==> config.mk <==
export PLATFORM = sky130hd
export DESIGN_NAME = route_compute
export DESIGN_NICKNAME = d
export VERILOG_FILES = /design/src/rtl/noc_pkg.sv /design/src/rtl/xy_route_calc.sv /design/src/rtl/route_compute.sv
export SDC_FILE = /design/constraint.sdc
export NUM_CORES = 1
export LEC_CHECK = 0
export BUFFER_PORTS_ARGS = -buffer_cell sky130_fd_sc_hd__buf_4
export CAP_MARGIN = 20
export CORE_ASPECT_RATIO = 1.1
export CORE_MARGIN = 2
export CORE_UTILIZATION = 37
export CTS_CLUSTER_SIZE = 25
export DETAILED_ROUTE_END_ITERATION = 10
export PLACE_DENSITY = 0.77
export SLEW_MARGIN = 20
export SYNTH_ARGS = -nofsm -noshare
export SYNTH_HDL_FRONTEND = slang
export SYNTH_SLANG_ARGS = --single-unit
==> constraint.sdc <==
create_clock -name clk -period 1.6 [get_ports clk]
set_input_delay 0.08 -clock clk [delete_from_list [all_inputs] [get_ports clk]]
set_output_delay 0.08 -clock clk [all_outputs]
set_load 0.01 [all_outputs]
==> src/rtl/noc_pkg.sv <==
// Shared NoC router types: port and flit-type encodings,
// flit field positions and route FSM states.
package noc_pkg;

  typedef enum logic [2:0] {
    PORT_NONE  = 3'b000,
    PORT_NORTH = 3'b001,
    PORT_SOUTH = 3'b010,
    PORT_EAST  = 3'b011,
    PORT_WEST  = 3'b100,
    PORT_LOCAL = 3'b101
  } port_e;

  typedef enum logic [1:0] {
    FLIT_BODY   = 2'b00,
    FLIT_HEAD   = 2'b01,
    FLIT_TAIL   = 2'b10,
    FLIT_SINGLE = 2'b11
  } flit_type_e;

  localparam int TYPE_W  = 2;
  localparam int COORD_W = 2;
  localparam int DX_LSB  = 2;
  localparam int DY_LSB  = 0;

  typedef enum logic {
    ST_IDLE,
    ST_HOLD
  } state_e;

endpackage

==> src/rtl/xy_route_calc.sv <==
// Combinational XY dimension-order port selection
// with destination range check against the mesh size.
module xy_route_calc
  import noc_pkg::*;
#(
  parameter int MESH_X = 4,
  parameter int MESH_Y = 4
) (
  input  logic [COORD_W-1:0] dest_x_i,
  input  logic [COORD_W-1:0] dest_y_i,
  input  logic [COORD_W-1:0] cur_x_i,
  input  logic [COORD_W-1:0] cur_y_i,
  output port_e              port_o,
  output logic               range_err_o
);

  // A mesh of 4 or more columns/rows covers every 2-bit coordinate.
  localparam bit X_LIM = MESH_X < 4;
  localparam bit Y_LIM = MESH_Y < 4;
  localparam logic [COORD_W-1:0] X_MAX =
    X_LIM ? COORD_W'(MESH_X) : '1;
  localparam logic [COORD_W-1:0] Y_MAX =
    Y_LIM ? COORD_W'(MESH_Y) : '1;

  // X first, then Y, then deliver locally.
  always_comb begin
    port_o = PORT_LOCAL;
    if (dest_x_i > cur_x_i)
      port_o = PORT_EAST;
    else if (dest_x_i < cur_x_i)
      port_o = PORT_WEST;
    else if (dest_y_i > cur_y_i)
      port_o = PORT_NORTH;
    else if (dest_y_i < cur_y_i)
      port_o = PORT_SOUTH;
  end

  // Flag destinations outside the mesh.
  always_comb begin
    range_err_o = (X_LIM && (dest_x_i >= X_MAX)) ||
                  (Y_LIM && (dest_y_i >= Y_MAX));
  end

endmodule

==> src/rtl/route_compute.sv <==
// Wormhole route computation: routes a packet head once,
// holds the port lock until the tail is popped.
module route_compute
  import noc_pkg::*;
#(
  parameter int X_ADDR = 0,
  parameter int Y_ADDR = 0,
  parameter int MESH_X = 4,
  parameter int MESH_Y = 4,
  parameter int FLIT_W = 32
) (
  input  logic              clk,
  input  logic              reset,
  input  logic              ib_empty_i,
  input  logic [FLIT_W-1:0] ib_flit_i,
  input  logic              flit_pop_i,
  output logic [2:0]        nhr_address_o,
  output logic              nhr_write_o,
  output logic              route_busy_o,
  output logic              route_error_o,
  output logic [7:0]        pkt_cnt_o
);

  localparam logic [COORD_W-1:0] CUR_X = COORD_W'(X_ADDR);
  localparam logic [COORD_W-1:0] CUR_Y = COORD_W'(Y_ADDR);

  state_e      state_q, state_d;
  logic [2:0]  addr_q, addr_d;
  logic        write_q, write_d;
  logic        err_q, err_d;
  logic [7:0]  cnt_q, cnt_d;

  flit_type_e  ftype;
  logic [COORD_W-1:0] dest_x;
  logic [COORD_W-1:0] dest_y;
  port_e       port;
  logic        range_err;
  logic        unused_flit;

  assign ftype  = flit_type_e'(ib_flit_i[FLIT_W-1 -: TYPE_W]);
  assign dest_x = ib_flit_i[DX_LSB +: COORD_W];
  assign dest_y = ib_flit_i[DY_LSB +: COORD_W];
  assign unused_flit = ^ib_flit_i;

  xy_route_calc #(
    .MESH_X (MESH_X),
    .MESH_Y (MESH_Y)
  ) u_xy (
    .dest_x_i    (dest_x),
    .dest_y_i    (dest_y),
    .cur_x_i     (CUR_X),
    .cur_y_i     (CUR_Y),
    .port_o      (port),
    .range_err_o (range_err)
  );

  // Next-state: route heads in IDLE, release lock on tail pop.
  always_comb begin
    state_d = state_q;
    addr_d  = addr_q;
    write_d = 1'b0;
    err_d   = err_q;
    cnt_d   = cnt_q;
    unique case (state_q)
      ST_IDLE: begin
        if (!ib_empty_i) begin
          if ((ftype == FLIT_HEAD || ftype == FLIT_SINGLE) &&
              !range_err) begin
            addr_d  = port;
            write_d = 1'b1;
            state_d = ST_HOLD;
          end else begin
            err_d = 1'b1;
          end
        end
      end
      ST_HOLD: begin
        if (!ib_empty_i && flit_pop_i &&
            (ftype == FLIT_TAIL || ftype == FLIT_SINGLE)) begin
          state_d = ST_IDLE;
          addr_d  = PORT_NONE;
          cnt_d   = cnt_q + 8'd1;
        end
      end
      default: state_d = ST_IDLE;
    endcase
  end

  // State and output registers, cleared asynchronously.
  always_ff @(posedge clk or negedge reset) begin
    if (!reset) begin
      state_q <= ST_IDLE;
      addr_q  <= PORT_NONE;
      write_q <= 1'b0;
      err_q   <= 1'b0;
      cnt_q   <= 8'd0;
    end else begin
      state_q <= state_d;
      addr_q  <= addr_d;
      write_q <= write_d;
      err_q   <= err_d;
      cnt_q   <= cnt_d;
    end
  end

  assign nhr_address_o = addr_q;
  assign nhr_write_o   = write_q;
  assign route_busy_o  = (state_q == ST_HOLD);
  assign route_error_o = err_q;
  assign pkt_cnt_o     = cnt_q;

endmodule

# Yosys cells after proc, flatten, opt, wreduce, memory -nomap -nowiden
# Index checks and enable logic that the tools add are counted.
[totals]
in_bits = 36
register_bits = 14
output_inout_bits = 14
elab_cells = 40
[classes]
n_addsub = 1
n_bitwise = 3
muxes = 13
n_eq_ne = 6
n_reduce_logical = 8
order_cmp = 4
[op_table]
columns = ["cell", "count"]
rows = [
  ["3-bit 2-to-1 mux", 7],
  ["8-bit by 1-bit adder with 8-bit output (second input constant)", 1],
  ["3-bit one-hot mux with 2 select lines", 1],
  ["3-bit AND reduction", 2],
  ["2-bit == test (second input constant)", 2],
  ["2-bit by 1-bit > comparator with 1-bit output (second input constant)", 2],
  ["2-bit by 1-bit < comparator with 1-bit output (second input constant)", 2],
  ["1-bit 2-to-1 mux", 4],
  ["2-bit inequality test (second input constant)", 2],
  ["1-bit NOT", 3],
  ["2-bit by 1-bit == test with 1-bit output (second input constant)", 1],
  ["1-bit logical AND", 2],
  ["1-bit logical OR", 2],
  ["2-bit by 1-bit inequality test with 1-bit output (second input constant)", 1],
  ["1-bit one-hot mux with 2 select lines", 1],
  ["2-bit AND reduction", 1],
  ["1-bit zero test", 1],
]

# Logic depth before layout (Yosys ltp)
# Gate-level depths: netlist (run 1).
[depth]
depth_word = 8
ltp_mapped = 4
depth_no_buf = 4

# Cells and area by module
# From an unflattened synthesis (run 1), not the netlist that was laid out.
[hier_totals]
hier_cells = 69
hier_area_um2 = 758.2
[by_module_without_submodules]
columns = ["module", "instances", "cells_per_inst", "area_per_inst_um2", "seq_area_each_um2"]
rows = [
  ["route_compute", 1, 49, 623.1, 350.3],
  ["xy_route_calc", 1, 20, 135.1, 0.0],
]

# Least setup slack after synthesis (run 1)
# Ideal clock, no wire load.
[synth_path]
path_type = "register to register"
startpoint = "register state_q (netlist: route_busy_o)"
endpoint = "register addr_q[2] (netlist: nhr_address_o[2])"
required_ps = 1505
arrival_ps = 1154
path_buffers = 1
stages_incl_launch_ff = 4
setup_ps = 95
synth_period_minus_slack_ps = 1250
slack_ps = 350
path_cell_list = "dfrtp_1 or3b_1 buf_2 o31ai_1"
[synth_between]
elab_chain_cells = 3
word_cells_on_any_way = 6
classes_between = "eq/ne: 3; mux: 1; bitwise: 1; reduce/logical: 1"
[synth_lines]
columns = ["element", "line_no", "rtl"]
rows = [
  ["start: declaration", "route_compute.sv:27", "state_e state_q, state_d;"],
  ["start signal: assignment", "route_compute.sv:98", "state_q <= state_d;"],
  ["1-bit NOT (no source line)", "n/a", ""],
  ["2-bit inequality test (no source line)", "n/a", ""],
  ["3-bit AND reduction (no source line)", "n/a", ""],
  ["end signal: assignment", "route_compute.sv:99", "addr_q <= addr_d;"],
  ["end: declaration", "route_compute.sv:28", "logic [2:0] addr_q, addr_d;"],
]
# Several ways; a longest one is shown, not always the timed one.
# A chain may end at the register's enable or synchronous reset.

# Worst setup path in the final report (run 1)
[layout_path]
startpoint = "register state_q (netlist: route_busy_o)"
endpoint = "register cnt_q[6] (netlist: pkt_cnt_o[6])"
[layout_between]
elab_chain_cells = 1
[layout_lines]
columns = ["element", "line_no", "rtl"]
rows = [
  ["2-bit AND reduction (no source line)", "n/a", ""],
  ["end signal: assignment", "route_compute.sv:102", "cnt_q <= cnt_d;"],
  ["end: declaration", "route_compute.sv:31", "logic [7:0] cnt_q, cnt_d;"],
]
# No other way between the ends.

==> results of run 1 <==
power groups by stage:
stage	clock (uW)	sequential, uW	combinational, uW
3_5_place_dp	0	502	278
2_1_floorplan	0	524	97.1
3_3_place_gp	0	497	271
6_report	188	494	276
4_1_cts	199	495	281
5_1_grt	213	508	308
layout make-up:
| type | instances | area share, % |
|---|---|---|
| Sequential cell | 14 | 41.9 |
| Tap cell | 17 | 2.54 |
| Timing Repair Buffer | 26 | 23.7 |
| Multi-Input combinational cell | 35 | 28.3 |
| Inverter | 2 | 0.898 |
| Clock buffer | 3 | 2.69 |
path summary, 6_finish.rpt:
| kind | startpoint | to | slack (ns) | cells past startpoint |
|---|---|---|---|---|
| worst max-delay path | route_busy_o | pkt_cnt_o[6] | 0.25 | 4 |
| worst min-delay path | ib_flit_i[0] | nhr_address_o[2] | 0.06 | 4 |
| worst max register to register | route_busy_o | pkt_cnt_o[6] | 0.25 | 4 |
| worst min register to register | pkt_cnt_o[7] | pkt_cnt_o[7] | 0.47 | 1 |
| max in group asynchronous | reset | pkt_cnt_o[1] | 1.24 | 2 |
| min in group asynchronous | reset | pkt_cnt_o[4] | 0.20 | 2 |
logic make-up after synthesis:
| family | Yosys count | synth area share, % |
|---|---|---|
| AND/OR/NAND/NOR | 23 | 21.5 |
| XOR/XNOR | 7 | 10.0 |
| adder cells (fa/ha/maj) | 1 | 2.05 |
| AO/OA/AOI/OAI | 3 | 3.28 |
| flip-flops | 14 | 57.4 |
| multiplexers | 1 | 1.84 |
| buffers and inverters | 4 | 3.89 |
critical path: cells and delay by family, from the launching register on:
kind                   cells  cell delay (ns)
flip-flops                 1             0.44
AND/OR/NAND/NOR            2             0.43
buffers and inverters      1             0.21
XOR/XNOR                   1             0.18
routing by layer:
layer	vias up	routed length, um	part of all wire (%)	GRT usage (%)
met1	216	482	43	16.0
met3	2	61	5.4	2.35
met5	-	0	0	0
met2	13	569	51	17.6
li1	230	-	-	-
met4	0	12	1.1	9.38
registers in the layout, indices dropped and copies added, names as in the netlist:
name and count:
pkt_cnt_o 8, route_error_o 1, route_busy_o 1, nhr_address_o 3
nhr_write_o 1
layout by cell type (no fill, tap or decap):
cell type | synthesis | final
xnor2_1 | 1 | 1
nor4_2 | 1 | 1
nand3_1 | 5 | 5
o21a_1 | 1 | 1
or2_2 | 1 | 1
mux2_1 | 1 | 1
nand4b_2 | 1 | 1
o31ai_1 | 1 | 1
inv_1 | 2 | 2
dfrtp_1 | 14 | 14
nand2_1 | 5 | 5
clkbuf_4 | 0 | 3
nor3_1 | 2 | 2
xor2_1 | 6 | 6
nor3_2 | 1 | 1
nor2b_1 | 1 | 1
dlygate4sd3_1 | 0 | 1
o21ai_1 | 1 | 1
buf_4 | 0 | 25
ha_1 | 1 | 1
nor2_1 | 5 | 5
or3b_1 | 1 | 1
per-stage QoR:
step	hold WS [ns]	cell area [um^2]	total power (uW)	util (%)	setup slack, ns
final	0.0630	836	958	53.7	0.251
after global placement	-0.0641	803	768	51.6	0.262
after global routing	0.0743	836	1030	53.7	0.121
after detailed placement	-0.0611	803	780	51.6	0.260
after CTS	0.0558	836	976	53.7	0.229
after floorplan	-0.216	611	621	-	0.350
==> summary.md, run 1 <==
| Metric | Value |
|---|---|
| Register share of total power | `51.6%` |
| Post-cts resize count | `0` |
| Post-Synthesis Net Count | `90` |
| Die height | `46.6 um` |
| Area delta synth->final | `36.9%` |
| VDD IR-drop max | `0.591 mV` |
| Die X | `approximately 43 um` |
| GRT Util Overall | `approximately 12%` |
| Iter 0 DRT Violations | `2` |
| Core area | `1560 um^2` |
| Max-cap violation count | `0` |
| Crit path launch type | `flop` |
| CTS tree | `yes` |
| Syn_area_per_cell | `11.5 um^2` |
| Cell accounting for the most synthesized area | `dfrtp_1` |
| Drt total wl | `~1100 um` |
| Internal power | `662 uW` |
| Sw Share | `between 30% and 40%` |
| Largest net degree at the start of global routing | `15` |
| Global-route wire length before repair | `1740 um` |
| CTS Buf Count | `3` |
| P_leak | `~0.00043 uW` |
| Clock Tree Root | `clkbuf_4` |
| Num rows | `15` |
| N_diodes | `0` |
| Critical Path, Cell by Cell | `nand4b_2 -> buf_4 -> nor3_1 -> xor2_1` |
| FF/Latch Area | `~350 um^2` |
| Slew Viols, Final | `0` |
| Seq cells post-synth | `14` |
| Synth async-reset ratio | `100%` |
| Worst Path Required | `1.79 ns` |
| Rel. slew slack | `a little over four fifths` |
| Fin nets | `119` |
| Critical Path End Type | `flop` |
| Final Critical Period | `roughly 1.3 ns` |
| Psw | `296 uW` |
| Vias in the first global route | `~400` |
| Fill count | `about 150` |
| Pwr/cell area | `1150 nW/um^2` |
| Crit path DAT | `between 1.5 and 2 ns` |
| Post-synth EDFFs | `0` |
| H-tree levels | `1` |
| Overflow after GRT | `0` |
| Vias | `461` |
| IO Pins | `50` |
| Vias per cell | `4.75` |
| Logic pwr share | `28.8%` |
| Main synth FF type | `dfrtp_1` |
| Layout Cells excl Fill | `97` |
| Wirelength per Cell | `11.6 um` |
| Final ANT Viol Nets | `0` |
| Number of remaining DRC errors | `0` |
| Area of the multi-input gates | `between 200 and 250 um^2` |
| Clock Tree Buf Depth | `2` |
| Slowest cell on crit path | `dfrtp_1` |
| Post-CTS setup buffer count | `0` |
| Fin Clk Skew | `0.000918 ns` |
| Top cell type's share of synthesized area | `57.4%` |
| Synth cell types | `21` |
| Crit-path max cell delay | `0.44 ns` |
| Die area | `1990 um^2` |
| RSZ-0062 raised after global routing | `no` |
| Syn Inst Count | `53` |
| Most frequent cell after synthesis | `dfrtp_1` |
| First-pass DRT Iterations | `4` |
| Status | `complete, no violations` |
| CTS Hold Bufs | `1` |
| Clock power frac | `between 10% and 20%` |
| Sequential element share of the synthesized area | `a little under three fifths` |
| Setup CP Type | `reg -> reg` |
| Clock transition at the registers of the reported paths | `about 0.080 ns` |
| Placer Congestion | `0.661` |
| Share of cells above drive strength 1 | `about two fifths` |
| Sum Neg Setup Slack | `0 ns` |
| Final Cycle Share | `84.3%` |
| Clock Latency Late Sink | `0.27 ns` |
| F_max | `0.741 GHz` |
| Hold Violations, Final | `0` |
| Commonest cells in the netlist | `14 x dfrtp_1, 6 x xor2_1, 5 x nand2_1, 5 x nand3_1, 5 x nor2_1` |
| Port bufs | `23` |
| CTS sink cnt | `14` |
| Min-delay worst type | `in -> reg` |
| CP Max Fanout | `6` |
| Initial Utilization | `between 30 and 40%` |
| Dpl cells | `93` |
| Ys Warns | `0` |
| Cell Area, Synth | `roughly 610 um^2` |
| Final setup violation count | `0` |
| Tightest Pin Transition | `0.224 ns` |
| Initial antenna violation count | `0` |
| Top post-synthesis cells by area | `dfrtp_1 57%, xor2_1 8.6%, nand3_1 4.1%` |
(Power assumes the default switching activity.)
==> run 2, diff against run 1 <==
--- a/config.mk
+++ b/config.mk
@@ -9,10 +9,10 @@
 export CAP_MARGIN = 20
 export CORE_ASPECT_RATIO = 1.1
 export CORE_MARGIN = 2
-export CORE_UTILIZATION = 37
+export CORE_UTILIZATION = 33
 export CTS_CLUSTER_SIZE = 25
 export DETAILED_ROUTE_END_ITERATION = 10
-export PLACE_DENSITY = 0.77
+export PLACE_DENSITY = 0.73
 export SLEW_MARGIN = 20
 export SYNTH_ARGS = -nofsm -noshare
 export SYNTH_HDL_FRONTEND = slang
==> constraint.sdc (replaced) <==
create_clock -name clk -period 1.17 [get_ports clk]
set_input_delay 0.0585 -clock clk [delete_from_list [all_inputs] [get_ports clk]]
set_output_delay 0.0585 -clock clk [all_outputs]
set_load 0.01 [all_outputs]
==> run 2 against run 1 <==
Maximum frequency up 18%. Hold slack worse by 0.024 ns. Die area up 11%. Final cell count up 6.2%. Combinational power up 66%.
==> summary.md, run 2 (synthesized netlist as in run 1, its figures left out) <==
| Metric | Value |
|---|---|
| Rel. slew slack | `83.8% (-1.2 points)` |
| Num rows | `16 (+1)` |
| Final setup violation count | `0 (unchanged)` |
| Final Cycle Share | `98.0% (+14 points)` |
| Setup WS pre-CTS | `-0.0370 ns (-0.297 ns)` |
| Clock Latency Late Sink | `0.27 ns (about the same)` |
| Port bufs | `23 (unchanged)` |
| Setup CP Type | `reg -> reg` |
| Crit path DAT | `1.33 ns (-0.21 ns)` |
| First-pass DRT Iterations | `2 (-2)` |
| Vias | `502 (+8.9%)` |
| CTS Buf Count | `3 (unchanged)` |
| Status | `complete, no violations` |
| VDD IR-drop max | `0.914 mV (+55%)` |
| Fin nets | `123 (+3.4%)` |
| FF/Latch Area | `352 um^2 (+0.36%)` |
| Clock Tree Buf Depth | `2 (unchanged)` |
| Final ANT Viol Nets | `0 (unchanged)` |
| CTS tree | `yes` |
| Commonest non-fill, non-tap cell in the layout | `buf_4` |
| Initial Utilization | `34.7% (-4.5 points)` |
| H-tree levels | `1 (unchanged)` |
| Tightest Pin Transition | `0.241 ns (+0.0178 ns)` |
| Critical Path End Type | `flop` |
| Area delta synth->final | `48.0%` |
| RSZ-0062 raised after global routing | `yes` |
| Fin Clk Skew | `0.00472 ns (+0.00380 ns)` |
| R2R setup slack | `0.02 ns (-0.23 ns)` |
| CP Max Fanout | `5 (-1)` |
| DP HPWL | `between 900 and 1000 um` |
| Max reg flops | `8 (unchanged)` |
| Met2 wire len | `632 um (+11%)` |
| Vias per cell | `4.87 (+2.6%)` |
| Worst hold endpoint | `nhr_address_o[2]` |
| Top sig layer | `met3` |
| IO Pins | `50 (unchanged)` |
| Iter 0 DRT Violations | `2 (unchanged)` |
| Die height | `49.1 um (+5.4%)` |
| Core area | `1760 um^2 (+13%)` |
| Worst r2r src | `route_busy_o` |
| Overflow after GRT | `0 (unchanged)` |
| DR WL met3 | `85 um (+39%)` |
| Pwr/cell area | `1630 nW/um^2 (+42%)` |
| Hold Violations, Final | `0 (unchanged)` |
| Placer Congestion | `0.700 (+5.9%)` |
| Wl on met1 | `519 um (+7.7%)` |
| CTS sink cnt | `14 (unchanged)` |
| Max-cap violation count | `0 (unchanged)` |
| Largest net degree at the start of global routing | `15 (unchanged)` |
| Worst Path Required | `1.35 ns (-0.44 ns)` |
| Min-delay worst type | `in -> reg` |
| Number of remaining DRC errors | `0 (unchanged)` |
| Initial antenna violation count | `0 (unchanged)` |
| Share of cells above drive strength 1 | `48.2% (+8.2 points)` |
| N_diodes | `0 (unchanged)` |
| Worst Min Path Start | `ib_flit_i[0]` |
| Worst Slack Setup Final | `0.0238 ns (-0.227 ns)` |
| Sum Neg Setup Slack | `0 ns (unchanged)` |
| Global-route wire length before repair | `2020 um (+16%)` |
| Worst hold slack | `0.0391 ns (-0.0239 ns)` |
| Die area | `2210 um^2 (+11%)` |
| Drt total wl | `1240 um (+9.9%)` |
| Crit path launch type | `flop` |
| Slew Viols, Final | `0 (unchanged)` |
| Clock transition at the registers of the reported paths | `0.08 ns (about the same)` |
| Most frequent cells in the layout | `29 x buf_4, 13 x dfrtp_1, 6 x xor2_1, 5 x nand2_1, 5 x nor2_1` |
| P_leak | `0.000474 uW (+8.9%)` |
| WHS Path Cells | `4 (unchanged)` |
| GRT Util Overall | `12.4% (+0.25 points)` |
| Fill count | `174 (+14%)` |
| Clock Tree Root | `clkbuf_4` |
| Final Critical Period | `1.15 ns (-0.203 ns)` |
| Die X | `45.0 um (+5.3%)` |
| F_max | `0.872 GHz (+18%)` |
| Area of the multi-input gates | `258 um^2 (+9.0%)` |
| Wirelength per Cell | `12.0 um (+3.5%)` |
| Vias in the first global route | `468 (+14%)` |
| R2r endpoint | `nhr_address_o[2]` |
| Cells on worst reg2reg path | `2 (-2)` |
## run 2: layer usage
metal	GRT usage, %	vias up
li1	-	241
met5	0	-
met4	4.41	0
met1	17.2	245
met3	4.07	0
met2	17.9	16
## run 2: layout make-up
class	instances	area share, %
inverter	2	0.831
tap	18	2.49
clock buffer	4	4.02
multi-input combinational	35	28.5
sequential	14	38.9
timing repair buffer	30	25.2
## run 2: worst max path at each step
stage	start	end	slack (ns)	cells after the start
2_1_floorplan	route_busy_o	nhr_address_o[2]	-0.01	3
3_3_place_gp	route_busy_o	pkt_cnt_o[7]	-0.02	3
3_5_place_dp	route_busy_o	pkt_cnt_o[7]	-0.04	3
4_1_cts	route_busy_o	pkt_cnt_o[4]	-0.008	4
5_1_grt	pkt_cnt_o[1]	pkt_cnt_o[6]	-0.02	4
6_report	route_busy_o	nhr_address_o[2]	0.02	2
## run 2: what timing repair did
item	4_1_cts	5_1_grt
pin swaps	1	1
setup buffers	0	1
hold endpoints to repair	14	0
gates resized for setup	0	4
endpoints found under the setup margin	3	10
hold buffers	1	0
## run 2: worst max-delay path, stage by stage, from the launching register on
cell and delay (ns):
dfrtp_2 0.44, or3b_4 0.42, o31ai_1 0.20
## run 2: power breakdown
| group | switching (uW) | internal (uW) | total (uW) |
|---|---|---|---|
| sequential | 89.2 | 578 | 667 |
| combinational | 199 | 258 | 457 |
| clock | 156 | 189 | 345 |
| total | 444 | 1020 | 1470 |
## run 2: per-stage QoR
stage	utilization [%]	area (um^2)	instances	total power, uW
2_1_floorplan	-	612	53	851
3_3_place_gp	47.0	828	97	1080
3_5_place_dp	47.0	828	97	1090
4_1_cts	49.6	875	102	1450
5_1_grt	51.3	903	103	1570
6_report	51.3	903	103	1470
==> run 3, diff against run 2 <==
--- a/config.mk
+++ b/config.mk
@@ -12,6 +12,7 @@
 export CORE_UTILIZATION = 33
 export CTS_CLUSTER_SIZE = 25
 export DETAILED_ROUTE_END_ITERATION = 10
+export HOLD_SLACK_MARGIN = 0.08
 export PLACE_DENSITY = 0.73
 export SLEW_MARGIN = 20
 export SYNTH_ARGS = -nofsm -noshare
==> run 3 against run 2 <==
Hold slack better by 0.071 ns. Setup slack worse by 0.0088 ns. Final area is 4.7% higher. Combinational power is 4.6% higher. Sequential share of layout area is 1.8 points lower. Final cell count is 3.9% higher. Wire length is 21% higher. Sequential power is 0.7% higher. Clock skew hardly changed. Register-to-register slack hardly changed. Clock-buffer cell count stayed put. Global-route usage is 1.2 points higher. Critical endpoint unchanged. Largest power group unchanged.
==> summary.md, run 3 (synthesized netlist as in run 1, its figures left out) <==
| Metric | Value |
|---|---|
| Fin nets | `127 (+3.3%)` |
| F_max | `0.866 GHz (-0.76%)` |
| Initial Utilization | `34.7% (unchanged)` |
| Vias | `536 (+6.8%)` |
| FF/Latch Area | `352 um^2 (unchanged)` |
| Dpl cells | `97 (unchanged)` |
| Post-route cell area | `946 um^2 (+4.7%)` |
| Die X | `45.0 um (unchanged)` |
| N_diodes | `0 (unchanged)` |
| Crit path DAT | `1.34 ns (about the same)` |
| Pwr/cell area | `1590 nW/um^2 (-2.5%)` |
| Crit path launch type | `flop` |
| Iter 0 DRT Violations | `7 (+5)` |
| Port bufs | `23 (unchanged)` |
| Final setup violation count | `0 (unchanged)` |
| Number of remaining DRC errors | `0 (unchanged)` |
| GRT Util Overall | `13.6% (+1.2 points)` |
| Num rows | `16 (unchanged)` |
| CTS sink cnt | `14 (unchanged)` |
| Min-delay worst type | `in -> reg` |
| Largest net degree at the start of global routing | `15 (unchanged)` |
| Placer Congestion | `0.700 (unchanged)` |
| Commonest non-fill, non-tap cell in the layout | `buf_4` |
| CTS Buf Count | `3 (unchanged)` |
| Initial antenna violation count | `0 (unchanged)` |
| Status | `complete, no violations` |
| Overflow after GRT | `0 (unchanged)` |
| Clock Tree Root | `clkbuf_4` |
| Max reg flops | `8 (unchanged)` |
| Wirelength per Cell | `14.0 um (+16%)` |
| Vias in the first global route | `493 (+5.3%)` |
| P_leak | `0.000490 uW (+3.5%)` |
| Final ANT Viol Nets | `0 (unchanged)` |
| Die height | `49.1 um (unchanged)` |
| Worst Path Required | `1.36 ns (about the same)` |
| Clock Latency Late Sink | `0.28 ns (about the same)` |
| Final Cycle Share | `98.7% (+0.75 points)` |
| CP Max Fanout | `5 (unchanged)` |
| Most frequent cells in the layout | `29 x buf_4, 13 x dfrtp_1, 6 x xor2_1, 5 x nand2_1, 5 x dlygate4sd3_1` |
| RSZ-0062 raised after global routing | `yes` |
| Worst hold slack | `0.110 ns (+0.0707 ns)` |
| Fill count | `167 (-4.0%)` |
| Area delta synth->final | `54.9%` |
| Setup CP Type | `reg -> reg` |
| Rel. slew slack | `83.7% (about the same)` |
| Vias per cell | `5.01 (+2.8%)` |
| Final Critical Period | `1.16 ns (+0.00879 ns)` |
| Global-route wire length before repair | `2200 um (+8.9%)` |
| Drt total wl | `1490 um (+21%)` |
| CTS tree | `yes` |
| Slew Viols, Final | `0 (unchanged)` |
| Fin Clk Skew | `0.00507 ns (+0.000347 ns)` |
| DP HPWL | `914 um (unchanged)` |
| Layout Cells excl Fill | `107 (+3.9%)` |
| Critical Path End Type | `flop` |
| Clock Tree Buf Depth | `2 (unchanged)` |
| Hold Violations, Final | `0 (unchanged)` |
| IO Pins | `50 (unchanged)` |
| Clock transition at the registers of the reported paths | `0.09 ns (about the same)` |
| First-pass DRT Iterations | `4 (+2)` |
| WHS Path Cells | `3 (-1)` |
| Cells on worst reg2reg path | `2 (unchanged)` |
| Share of cells above drive strength 1 | `47.2% (-1.0 points)` |
| Max-cap violation count | `0 (unchanged)` |
| H-tree levels | `1 (unchanged)` |
| VDD IR-drop max | `0.935 mV (+2.3%)` |
| Die area | `2210 um^2 (unchanged)` |
| Core area | `1760 um^2 (unchanged)` |
| Area of the multi-input gates | `260 um^2 (+0.97%)` |
| Placement Cell Area | `828 um^2 (unchanged)` |
| Tightest Pin Transition | `0.242 ns (+0.000374 ns)` |
## run 3: changes by cell type in the layout (fill, tap and decap cells not counted)
cell           previous run  this run
nor2_1                    5         4
nor2_2                    0         1
dlygate4sd3_1             1         5
## run 3: worst max-delay path: stages (launching register included)
cell and delay (ns):
dfrtp_2 0.45, or3b_4 0.42, o31ai_1 0.20
## run 3: area by class of cell
type	instances	area share [%]
Clock buffer	4	3.84
Timing Repair Buffer	34	28.3
Multi-Input combinational cell	35	27.5
Tap cell	18	2.38
Inverter	2	0.794
Sequential cell	14	37.2
## run 3: path summary, 6_finish.rpt
| kind | startpoint | endpoint | slack (ns) |
|---|---|---|---|
| max | route_busy_o | nhr_address_o[2] | 0.01 |
| min | ib_empty_i | route_busy_o | 0.11 |
| max reg2reg | route_busy_o | nhr_address_o[2] | 0.01 |
| min reg2reg | pkt_cnt_o[7] | pkt_cnt_o[7] | 0.47 |
| max in group asynchronous | reset | route_busy_o | 0.83 |
| min in group asynchronous | reset | pkt_cnt_o[0] | 0.15 |
## run 3: metrics by stage
stage	setup WS, ns	power, uW	util, %	TNS [ns]
6_report	0.0150	1500	53.7	0
3_3_place_gp	-0.0177	1080	47.0	-0.0177
3_5_place_dp	-0.0370	1090	47.0	-0.0370
5_1_grt	-0.0196	1590	53.7	-0.0427
2_1_floorplan	-0.0111	851	-	-0.0111
4_1_cts	-0.00787	1460	51.9	-0.0121
## run 3: metal layers
layer,up-vias,wire length (um),part of all wire [%],global-route usage [%]
met2,21,781,52,20.7
met5,-,0,0,0
li1,248,-,-,-
met4,0,16,1.1,4.41
met1,265,604,40,18.1
met3,2,90,6.0,4.07
## run 3: report_power, final
part / internal (uW) / switching (uW)
clock network: 189 / 161
logic: 267 / 211
registers: 578 / 94.2
total: 1030 / 466
## run 3: repair_timing
item                                   in CTS  in global routing
endpoints found under the hold margin      16                  0
cloned                                      0                  0
setup endpoints to repair                   3                 10
gates resized for setup                     0                  5
setup buffers                               0                  1
pin swaps                                   1                  1
hold buffers                                5                  0
